--- config.mk ---
export PLATFORM = sky130hd
export DESIGN_NAME = l2_client_arbiter
export DESIGN_NICKNAME = d
export VERILOG_FILES = /design/src/rtl/l2_client_arbiter.sv
export SDC_FILE = /design/constraint.sdc
export NUM_CORES = 1
export LEC_CHECK = 0
export BUFFER_PORTS_ARGS = -buffer_cell sky130_fd_sc_hd__buf_4
export CAP_MARGIN = 20
export CORE_ASPECT_RATIO = 0.8
export CORE_MARGIN = 2
export CORE_UTILIZATION = 30
export CTS_BUF_LIST = sky130_fd_sc_hd__clkbuf_16
export CTS_CLUSTER_DIAMETER = 120
export DETAILED_ROUTE_END_ITERATION = 12
export PLACE_DENSITY_LB_ADDON = 0.2
export SYNTH_ARGS = -nofsm -noshare
export SYNTH_HDL_FRONTEND = slang
export SYNTH_SLANG_ARGS = --single-unit
--- constraint.sdc ---
create_clock -name clk -period 6.6 [get_ports clk]
set_clock_uncertainty 0.15 [all_clocks]
set_input_delay 0 -clock clk [delete_from_list [all_inputs] [get_ports clk]]
set_output_delay 0 -clock clk [all_outputs]
set_load 0.05 [all_outputs]
--- src/rtl/l2_client_arbiter.sv ---
// Two-client round-robin front end for the unified L2: one-entry request slot per client,
// a single outstanding L2 request at a time, response routed back to the granted client.
module l2_client_arbiter #(
    parameter int ADDR_WIDTH = 32,
    parameter int DATA_WIDTH = 32,
    parameter int CNT_WIDTH  = 16
) (
    input  logic                  clk,
    input  logic                  rst,
    input  logic                  c0_req_valid,
    output logic                  c0_req_ready,
    input  logic [ADDR_WIDTH-1:0] c0_req_addr,
    input  logic                  c0_req_we,
    input  logic [DATA_WIDTH-1:0] c0_req_wdata,
    output logic                  c0_rsp_valid,
    input  logic                  c0_rsp_ready,
    output logic [DATA_WIDTH-1:0] c0_rsp_rdata,
    input  logic                  c1_req_valid,
    output logic                  c1_req_ready,
    input  logic [ADDR_WIDTH-1:0] c1_req_addr,
    input  logic                  c1_req_we,
    input  logic [DATA_WIDTH-1:0] c1_req_wdata,
    output logic                  c1_rsp_valid,
    input  logic                  c1_rsp_ready,
    output logic [DATA_WIDTH-1:0] c1_rsp_rdata,
    output logic                  m_req_valid,
    output logic [ADDR_WIDTH-1:0] m_req_addr,
    output logic                  m_req_we,
    output logic [DATA_WIDTH-1:0] m_req_wdata,
    input  logic                  m_rsp_valid,
    output logic                  m_rsp_ready,
    input  logic [DATA_WIDTH-1:0] m_rsp_rdata,
    output logic [CNT_WIDTH-1:0]  c0_grant_cnt,
    output logic [CNT_WIDTH-1:0]  c1_grant_cnt,
    output logic [1:0]            dbg_state
);

    typedef enum logic [1:0] {
        IDLE       = 2'd0,
        ISSUE      = 2'd1,
        WAIT_RSP   = 2'd2,
        CLIENT_RSP = 2'd3
    } state_t;

    state_t                state;
    logic                  gnt;
    logic                  last_gnt;
    logic                  pick;
    logic [DATA_WIDTH-1:0] rsp_data;
    logic [1:0]            slot_full;
    logic [1:0]            slot_we;
    logic [ADDR_WIDTH-1:0] slot_addr  [2];
    logic [DATA_WIDTH-1:0] slot_wdata [2];
    logic [1:0]            req_acc;
    logic                  rsp_hs;
    logic                  drive_req;

    // Handshakes: a transfer happens on a rising edge where valid && ready are both 1;
    // a client keeps valid (and its payload) steady until that edge.
    assign req_acc   = {c1_req_valid & ~slot_full[1], c0_req_valid & ~slot_full[0]};
    assign pick      = (&slot_full) ? ~last_gnt : slot_full[1];
    assign rsp_hs    = (state == CLIENT_RSP) && (gnt ? c1_rsp_ready : c0_rsp_ready);
    assign drive_req = (state == ISSUE) || (state == WAIT_RSP);

    always_ff @(posedge clk) begin
        if (rst) begin
            state         <= IDLE;
            gnt           <= 1'b0;
            last_gnt      <= 1'b1;
            rsp_data      <= '0;
            slot_full     <= 2'b00;
            slot_we       <= 2'b00;
            slot_addr[0]  <= '0;
            slot_addr[1]  <= '0;
            slot_wdata[0] <= '0;
            slot_wdata[1] <= '0;
            c0_grant_cnt  <= '0;
            c1_grant_cnt  <= '0;
        end else begin
            if (req_acc[0]) begin
                slot_full[0]  <= 1'b1;
                slot_addr[0]  <= c0_req_addr;
                slot_we[0]    <= c0_req_we;
                slot_wdata[0] <= c0_req_wdata;
            end
            if (req_acc[1]) begin
                slot_full[1]  <= 1'b1;
                slot_addr[1]  <= c1_req_addr;
                slot_we[1]    <= c1_req_we;
                slot_wdata[1] <= c1_req_wdata;
            end
            case (state)
                IDLE: begin
                    if (|slot_full) begin
                        gnt      <= pick;
                        last_gnt <= pick;
                        if (pick) c1_grant_cnt <= c1_grant_cnt + CNT_WIDTH'(1);
                        else      c0_grant_cnt <= c0_grant_cnt + CNT_WIDTH'(1);
                        state    <= ISSUE;
                    end
                end
                ISSUE: state <= WAIT_RSP;
                WAIT_RSP: begin
                    if (m_rsp_valid) begin
                        // Writes report zero read data regardless of what the L2 drives.
                        rsp_data <= slot_we[gnt] ? '0 : m_rsp_rdata;
                        state    <= CLIENT_RSP;
                    end
                end
                CLIENT_RSP: begin
                    if (rsp_hs) begin
                        slot_full[gnt] <= 1'b0;
                        state          <= IDLE;
                    end
                end
            endcase
        end
    end

    // The slot of the granted client cannot reload while full, so the L2 sees a stable request.
    assign m_req_valid  = (state == ISSUE);
    assign m_rsp_ready  = (state == WAIT_RSP);
    assign m_req_addr   = drive_req ? slot_addr[gnt]  : '0;
    assign m_req_we     = drive_req ? slot_we[gnt]    : 1'b0;
    assign m_req_wdata  = drive_req ? slot_wdata[gnt] : '0;

    assign c0_req_ready = ~slot_full[0];
    assign c1_req_ready = ~slot_full[1];
    assign c0_rsp_valid = (state == CLIENT_RSP) && !gnt;
    assign c1_rsp_valid = (state == CLIENT_RSP) && gnt;
    assign c0_rsp_rdata = c0_rsp_valid ? rsp_data : '0;
    assign c1_rsp_rdata = c1_rsp_valid ? rsp_data : '0;
    assign dbg_state    = state;

endmodule

==> run metrics, run 1 <==
Die ar. 0.0324 mm²; GRT overflow 0; Crit-path slowest cell dfxtp_4; DR WL/cell 15.6 µm; largest family of logic cells by synthesized area simple AND/OR/NAND/NOR gates; CP startpoint kind register; area occupied by registers 0.00531 mm²; Simple-Gate Fraction of Synth Area 0.245; clk root buf clkbuf_16; clock buffer depth 3; Via density 4.45; global-route wire length before repair 43100 µm; Cell variety after synth 42; Vert. Die Dim 161 µm; post-DP HPWL 17100 µm; H-tree levels 1; placed cells 1520; GRT Util Overall 0.164; footprint of the multi-input gates 0.00370 mm²; worst-margin pin slew 1.02 ns; run status finished, final reports clean; CTS tree yes; Finished Layout Cells 1767; synthesized-area fraction occupied by xor and xnor cells 0.0142; DRC Markers 0; DRT antenna net count 0; TritonRoute pass-1 iters 6; FF+latch count, synth 201; Slew Limit Fails 0; FMAX 372 MHz; core area 0.0304 mm²; RSZ-0062 raised after global routing false; pwr dens 296 mW/mm²; Fin. Hold Viols 0; Slew headroom 0.318; Site Rows 57; fin crit period 2.69 ns; Initial DRC Count 385; Max VDD drop 0.213 mV; max cap viols 0; crit-path max cell delay 0.74 ns; fillers 2824; initial antenna violation count 1; worst path cell trace buf_4, mux2i_1, nor2b_1, buf_4; area delta synth->final 61.2%; initial core utilization 0.306; fraction of synthesized area in multiplexers 0.0755; RePlAce Congestion 0.756; number of synthesis warnings 0; cells after synthesis 823; Final setup viols 0; I/O pins 338; largest net degree at the start of global routing 76; insertion delay to the later sink of the worst-skew pair 0.51 ns; Crit. End Element output port; Max FO, Critical Path 34; drt total wl 27500 µm; worst reg-to-reg setup slack 4.07 ns; width of the chip 201 µm; most used cell, CP buf_4; Pwr Total 4430 µW; CTS resizes 0; setup TNS 0 ns; Compound-Gate Fraction of Synth Area 0.0516; Lkg Pwr 0.00639 µW; number of global-route vias before repair 7980; vias post-DR 7866; Setup CP Type reg -> out; worst hold path type in -> reg; Final nets 1513; synthesized area 0.00928 mm²; synthesized net count 999; crit share post-route 0.407; register area share after synthesis 0.572; Critical Path RT 6.45 ns; CTS Buf Count 24; IO buf count 337; Critical Path AT 2.54 ns; share of cells above drive strength 1 0.288; Avg Cell Area, Syn 11.3 µm²; Sink Count 201; Adder-Cell Fraction of Synth Area 0.00944; clock-pin slew on the worst setup and hold paths 0.06 ns
## critical path: cells and delay by family (launching register included)
kind	cells	cell delay, ns
flip-flops	1	0.74
AND/OR/NAND/NOR	1	0.20
buffers and inverters	2	0.86
multiplexers	1	0.20
## synthesized netlist by cell type
master	count	area (µm²)
o41ai_1	1	8.76
o21ai_0	6	30.0
or4_1	9	67.6
buf_6	2	22.5
a22oi_1	32	240
a21oi_1	18	90.1
nand3_1	10	50.1
nor3_1	2	10.0
or3b_1	1	8.76
a221oi_1	1	8.76
dfxtp_1	73	1460
or2_2	1	6.26
edfxtp_1	128	3840
and4_1	2	17.5
nor2_1	57	214
nor4_1	7	43.8
clkbuf_8	2	27.5
inv_1	10	37.5
a311oi_1	2	17.5
and3_1	33	206
nor3b_1	2	15.0
xor2_1	2	17.5
nand2_1	16	60.1
and2_4	1	8.76
nand3_2	1	10.0
and2_1	161	1010
xnor2_1	13	114
clkbuf_1	54	203
or3_1	7	43.8
a211oi_1	1	7.51
nand4_1	4	25.0
buf_1	4	15.0
nor2b_1	67	419
nand2_2	1	6.26
nor4b_1	1	8.76
o31ai_1	9	67.6
nand2b_1	2	12.5
or4_4	1	11.3
a211o_1	1	8.76
ha_1	7	87.6
mux2i_1	70	701
nand4_4	1	21.3
## placed cells by master (no fill, tap or decap), types with 16 or more instances in the layout
master         synthesis  routed
nor2_1                57      57
and2_1               161     161
dlygate4sd3_1          0     204
nand2_1               16      16
a22oi_1               32      32
dfxtp_1               73      72
inv_1                 10      20
nor2b_1               67      67
clkbuf_16              0      26
mux2i_1               70      70
a21oi_1               18      17
buf_4                  0     344
and3_1                33      33
edfxtp_1             128     128
## path summary, 6_finish.rpt
path,cells after the start,to,from
worst max-delay path,4,m_req_addr[24],register
worst max register to register,7,rsp_data[28],dbg_state[0]
worst min-delay path,3,slot_addr[0][20],c0_req_addr[20]
worst min register to register,2,c1_grant_cnt[15],c1_grant_cnt[15]
## metal layers
metal,wire length [µm],part of all wire,up-vias,track usage
met1,12200,0.44,3705,0.214
li1,-,-,3891,-
met2,12900,0.47,225,0.273
met5,0,0,-,0
met3,1790,0.065,45,0.0412
met4,623,0.023,0,0.0418
## flip-flops by register name (all words and copies together) (netlist names), named ones only
register	cells
c0_grant_cnt	16
gnt	1
last_gnt	1
slot_full	2
c1_grant_cnt	16
slot_wdata	64
dbg_state	2
slot_addr	64
slot_we	2
rsp_data	32
## area by class of cell
type                    count  area share
diodes                      1    0.000167
clock buffers              26      0.0435
clock inverters            16     0.00468
inverters                  10     0.00251
multi-input cells         550       0.247
flip-flops and latches    201       0.355
well taps                 413      0.0345
repair buffers            550       0.312
## per-stage QoR
step           worst slack [ns]  instance area, µm²  utilization  hold WS [ns]
3_5_place_dp               4.16               12200        0.401        0.0654
4_1_cts                    3.83               15000        0.492         0.127
2_1_floorplan              3.64                9280            -       -0.0362
6_report                   3.91               15000        0.492         0.153
3_3_place_gp               3.86               12100        0.400        0.0651
5_1_grt                    3.77               15000        0.492         0.154
## timing repair
item                                   in CTS  in global routing
setup buffers                               0                  0
endpoints found under the hold margin     198                  0
hold buffers                              204                  0
## cells by family after synthesis
kind of cell	after synthesis
fa+ha+maj	7
mux	70
simple gates	387
compound gates	71
xor+xnor	15
buf+inv	72
flops	201
## where the power goes
group / internal, µW / total [µW] / switching, µW
combinational: 625 / 1690 / 1060
sequential: 1460 / 1530 / 69.8
clock: 703 / 1210 / 512
Note: power is estimated with default switching activity, not from simulation.
==> run 2, diff against run 1 <==
clock period = 2.2 ns   (was 6.6 ns; I/O delays follow)
==> run 2 against run 1 <==
Compared with the run above:
- cell count fell by 1.1%
- hold slack got worse by 0.064 ns
- register-to-register slack got worse by 3.9 ns
- count of clock-buffer cells in the layout down 3
- clock power grew to 3.0 times the previous value
- sequential power grew to 3.0 times the previous value
- critical path depth increased by 1
- via count shrank 1.1%
- first-iteration DRC count down 19%
- critical path type unchanged
- largest cell class unchanged
- largest power group unchanged
- highest routed layer unchanged
==> run metrics, run 2 (synthesis gave the netlist of run 1 again) <==
Final setup viols 0; GRT Util Overall 0.165; Final Util 0.488; Finished Cell Area 0.0148 mm²; worst reg-to-reg setup slack 0.13 ns; Hold Path Origin c0_req_valid; worst path cell trace ha_2, nor2b_1, buf_6, and2_1, buf_4; initial core utilization 0.306; max cap viols 0; FMAX 479 MHz; I/O pins 338; width of the chip 201 µm; area delta synth->final 59.8%; Crit. Startpoint dbg_state[1]; internal power 8510 µW; n_diodes 0; CP Buf/Inv Count 2; sw frac 0.370; clock-pin slew on the worst setup and hold paths 0.06 ns; Crit-path slowest cell dfxtp_4; run status finished, final reports clean; Sink Count 201; placed instance area 0.0124 mm²; share of cells above drive strength 1 0.310; Via density 4.45; H-tree levels 1; Critical Path RT 2.05 ns; CTS tree yes; global-route wire length before repair 43500 µm; TritonRoute pass-1 iters 4; most frequent cells in the layout 351 x buf_4, 172 x dlygate4sd3_1, 161 x and2_1; initial antenna violation count 0; Critical Path AT 1.94 ns; Clk pwr share 0.270; Fin. Hold Viols 0; Site Rows 57; post-DP HPWL 17700 µm; Final nets 1494; vias post-DR 7781; crit share post-route 0.950; number of global-route vias before repair 8144; r2r startpoint dbg_state[1]; Post-CTS Setup Bufs 0; worst hold path type in -> reg; Max VDD drop 0.728 mV; CP startpoint kind register; CTS Buf Count 23; drt total wl 27200 µm; RSZ-0062 raised after global routing false; Slew Limit Fails 0; Vert. Die Dim 161 µm; Seq pwr share 0.339; CP delay by family, top buffers and inverters; GRT overflow 0; commonest non-fill, non-tap cell in the layout buf_4; Crit. End Element output port; clock buffer depth 3; Die ar. 0.0324 mm²; Max FO, Critical Path 33; insertion delay to the later sink of the worst-skew pair 0.52 ns; Initial DRC Count 310; combinational power share 0.392; setup TNS 0 ns; Slew headroom 0.468; Setup CP Type reg -> out; crit-path max cell delay 0.38 ns; largest net degree at the start of global routing 73; worst-margin pin slew 0.798 ns; IO buf count 337; clk root buf clkbuf_16; DR WL/cell 15.6 µm; DRT antenna net count 0; fin crit period 2.09 ns; Lkg Pwr 0.00624 µW; pwr dens 910 mW/mm²; NetSw 4990 µW; Largest regs slot_addr (64), slot_wdata (64), rsp_data (32); DRC Markers 0; RePlAce Congestion 0.740; core area 0.0304 mm²
-- run 2: changes by cell type in the layout (fill, tap and decap cells not counted), moves of 2 or more --
cell           delta
bufinv_16         +2
clkinv_1          +6
buf_4             +7
dfxtp_2           +6
inv_1             -7
clkinv_2          +3
inv_2             -2
dfxtp_1           -8
clkbuf_16         -3
buf_6             +2
dfxtp_4           +2
buf_12            +6
dlygate4sd3_1    -32
-- run 2: worst paths after layout --
path                            depth (start not counted)                to
worst max-delay path                                    5  c0_rsp_rdata[14]
worst min register to register                          2  c0_grant_cnt[15]
worst min-delay path                                    4  slot_addr[0][27]
worst max register to register                          6  c0_grant_cnt[15]
-- run 2: final cells by class --
type                       count  area, µm²
timing repair buffer         532       4520
tap                          413        517
fill                        2789      15500
inverter                      10       42.5
clock buffer                  23        576
sequential                   201       5320
multi-input combinational    550       3720
clock inverter                19        135
-- run 2: timing repair --
item                       in CTS  in global routing
hold buffers                  172                  0
setup endpoints to repair       0                 37
gates resized for setup         0                  4
hold endpoints to repair      168                  0
-- run 2: layer usage --
layer,share of wire,vias up,GRT usage
met2,0.48,214,0.282
li1,-,3863,-
met1,0.44,3667,0.210
met3,0.063,37,0.0448
met5,0,-,0
met4,0.020,0,0.0367
-- run 2: power groups by stage --
stage | Clock, µW | Sequential (µW) | Combinational [µW]
2_1_floorplan | 0 | 4680 | 3250
3_3_place_gp | 0 | 4640 | 5060
3_5_place_dp | 0 | 4650 | 5060
4_1_cts | 3780 | 4570 | 5330
5_1_grt | 3940 | 4610 | 5600
6_report | 3640 | 4570 | 5290
-- run 2: tightest hold or removal path, delay by kind of cell --
kind            cells  cell delay [ns]
simple gates        2             0.29
compound gates      1             0.18
buf+inv             1             0.12
-- run 2: through the flow --
stage	hold WS [ns]	power, µW	worst slack (ns)	instances
2_1_floorplan	-0.0360	7930	0.00419	823
3_3_place_gp	0.0666	9700	0.0728	1534
3_5_place_dp	0.0676	9710	0.0681	1534
4_1_cts	0.0670	13700	0.00492	1748
5_1_grt	0.107	14100	0.00553	1748
6_report	0.0894	13500	0.111	1748
==> run 3, diff against run 2 <==
ABC_AREA = 1   (was not set)
==> run 3 against run 2 <==
Compared with the run above:
- the flow now finishes with violations (negative hold slack)
- first-iteration DRC count increased by 29%
- critical path depth increased by 1
- synthesized area increased by 0.78%
- critical path type unchanged
- highest routed layer unchanged
==> run metrics, run 3 <==
run status finished with violations; violated checks negative hold slack; share of cells above drive strength 1 0.290; CP endpoint m_req_wdata[25]; initial antenna violation count 1; Lkg Pwr 0.00722 µW; post-DP HPWL 18600 µm; Slew Limit Fails 0; synthesized area 0.00936 mm²; initial core utilization 0.306; IO buf count 337; Critical Path RT 2.05 ns; hold path depth 5; internal power 9090 µW; DRC Markers 0; Clk pwr share 0.251; Crit. End Element output port; number of synthesis warnings 0; hold slack -0.00501 ns; worst reg-to-reg setup slack 0.14 ns; Max VDD drop 0.500 mV; NetSw 6180 µW; Reg2Reg Depth 5; Pwr Total 15300 µW; commonest cells in the netlist 380 x nor2_1, 209 x inv_1, 128 x edfxtp_1, 114 x o21ai_0, 106 x nand2_1; Synth top area share 0.411; number of synthesized flops with an enable pin 128; number of global-route vias before repair 9388; RePlAce Congestion 0.826; register area share after synthesis 0.567; clock-pin slew on the worst setup and hold paths 0.06 ns; Final setup viols 0; global-route wire length before repair 48000 µm; ys async rst share 0; FMAX 468 MHz; area delta synth->final 65.4%; Critical Path AT 1.99 ns; GRT overflow 0; Synth area leader edfxtp_1; ranking of synthesized cells by area edfxtp_1 41%, dfxtp_1 16%, nor2_1 15%; sw frac 0.405; crit share post-route 0.972; Setup CP Type reg -> out; Vert. Die Dim 162 µm; insertion delay to the later sink of the worst-skew pair 0.50 ns; RSZ-0062 raised after global routing true; cells after synthesis 1169; Crit-path slowest cell ha_4; crit-path max cell delay 0.38 ns; H-tree levels 1; CP startpoint kind register; core area 0.0305 mm²; max cap viols 0; Fin. Hold Viols 1; clk root buf clkbuf_16; r2r startpoint slot_full[0]; Site Rows 57; GRT Util Overall 0.180; reg-to-reg endpoint slot_we[0]; most frequent cells in the layout 306 x nor2_1, 305 x buf_4, 206 x inv_1; commonest non-fill, non-tap cell in the layout nor2_1; vias post-DR 9107; largest net degree at the start of global routing 65; combinational power share 0.448; worst hold path type in -> reg; clock buffer depth 3; Crit. Startpoint dbg_state[0]; Largest regs slot_addr (64), slot_wdata (64), rsp_data (32); DRT antenna net count 0; Sink Count 201; worst-margin pin slew 0.536 ns; CTS tree yes; worst path cell trace inv_2, ha_4, clkbuf_16, o21ai_0, nor2_1, buf_6; Max FO, Critical Path 16; fin crit period 2.14 ns; width of the chip 201 µm; drt total wl 30100 µm; Slew headroom 0.643; dominant synthesized flop cell edfxtp_1; pwr dens 987 mW/mm²; Final Util 0.507; Seq pwr share 0.301; TritonRoute pass-1 iters 5; Cell variety after synth 27; Via density 4.33; Final nets 1846; I/O pins 338; DR WL/cell 14.3 µm; Die ar. 0.0326 mm²; CTS Buf Count 24; FF+latch count, synth 201; synthesized net count 1345; most common cell in the netlist nor2_1; Initial DRC Count 401; Avg Cell Area, Syn 8.00 µm²
-- run 3: changes by cell type after synthesis, sizes merged, moves of 28 or more --
cell   delta
nor2b    -67
o21ai   +109
nor2    +326
and2    -162
inv     +201
a22oi    -32
nand2    +90
and3     -33
mux2i    -69
a21oi    +28
-- run 3: metrics by stage --
stage	hold WS, ns	instance area (µm²)	instances	setup slack (ns)	setup TNS [ns]
final	-0.00501	15500	2101	0.0614	0
after global routing	0.0212	15500	2101	-0.0258	-0.123
after CTS	0.00740	15400	2100	0.00211	0
after detailed placement	0.0580	12700	1878	0.332	0
after global placement	0.0608	12700	1878	0.361	0
after floorplan	-0.0426	9590	1169	-0.425	-54.31
-- run 3: cells by family (layout without fill, tap and decap cells) --
| logic type | after synthesis | in the layout | synth area share |
|---|---|---|---|
| AO/OA/AOI/OAI | 166 | 166 | 0.0899 |
| XOR/XNOR | 3 | 3 | 0.00281 |
| adder cells (fa/ha/maj) | 7 | 7 | 0.00936 |
| buffers and inverters | 270 | 788 | 0.111 |
| flip-flops | 201 | 201 | 0.567 |
| multiplexers | 1 | 1 | 0.00107 |
| other | 0 | 1 | 0 |
| AND/OR/NAND/NOR | 521 | 521 | 0.219 |
-- run 3: worst max-delay path, delay by kind of cell (launching register included) --
kind / cells / cell delay (ns)
compound gates: 1 / 0.11
flops: 1 / 0.35
buf+inv: 3 / 0.48
simple gates: 1 / 0.16
fa+ha+maj: 1 / 0.38
-- run 3: how the worst min path moves through the flow --
stage,start,to
after floorplan,c0_rsp_ready,slot_full[0]
after global placement,c1_rsp_ready,slot_full[1]
after detailed placement,c0_rsp_ready,slot_full[0]
after CTS,c0_req_valid,slot_addr[0][23]
after global routing,c0_req_valid,slot_addr[1][27]
final,c0_req_valid,slot_addr[0][27]
-- run 3: power groups by stage --
stage / Combinational (µW) / Sequential, µW / Clock (µW)
6_report: 6850 / 4600 / 3830
5_1_grt: 7290 / 4640 / 4070
2_1_floorplan: 3720 / 4760 / 0
3_5_place_dp: 5720 / 4680 / 0
3_3_place_gp: 5720 / 4670 / 0
4_1_cts: 6820 / 4600 / 3960
-- run 3: timing repair --
item / in CTS / in global routing
hold buffers: 172 / 0
buffers inserted: 4 / 0
endpoints found under the hold margin: 180 / 0
gates resized for setup: 29 / 26
endpoints found under the setup margin: 64 / 67
pin swaps: 6 / 6
cloned: 3 / 1
-- run 3: area by class of cell --
| cell class | instances | area, µm² |
|---|---|---|
| Tap cell | 413 | 517 |
| Inverter | 212 | 797 |
| Sequential cell | 201 | 5310 |
| Multi-Input combinational cell | 698 | 3300 |
| Clock inverter | 18 | 135 |
| Clock buffer | 25 | 626 |
| Timing Repair Buffer | 533 | 4780 |
| Fill cell | 2845 | 15100 |
| Antenna cell | 1 | 2.50 |
-- run 3: layer usage --
metal / track usage / part of all wire / vias up
met4: 0.0465 / 0.025 / 0
met3: 0.0283 / 0.051 / 49
met5: 0 / 0 / -
met1: 0.232 / 0.44 / 4190
li1: - / - / 4624
met2: 0.317 / 0.48 / 244
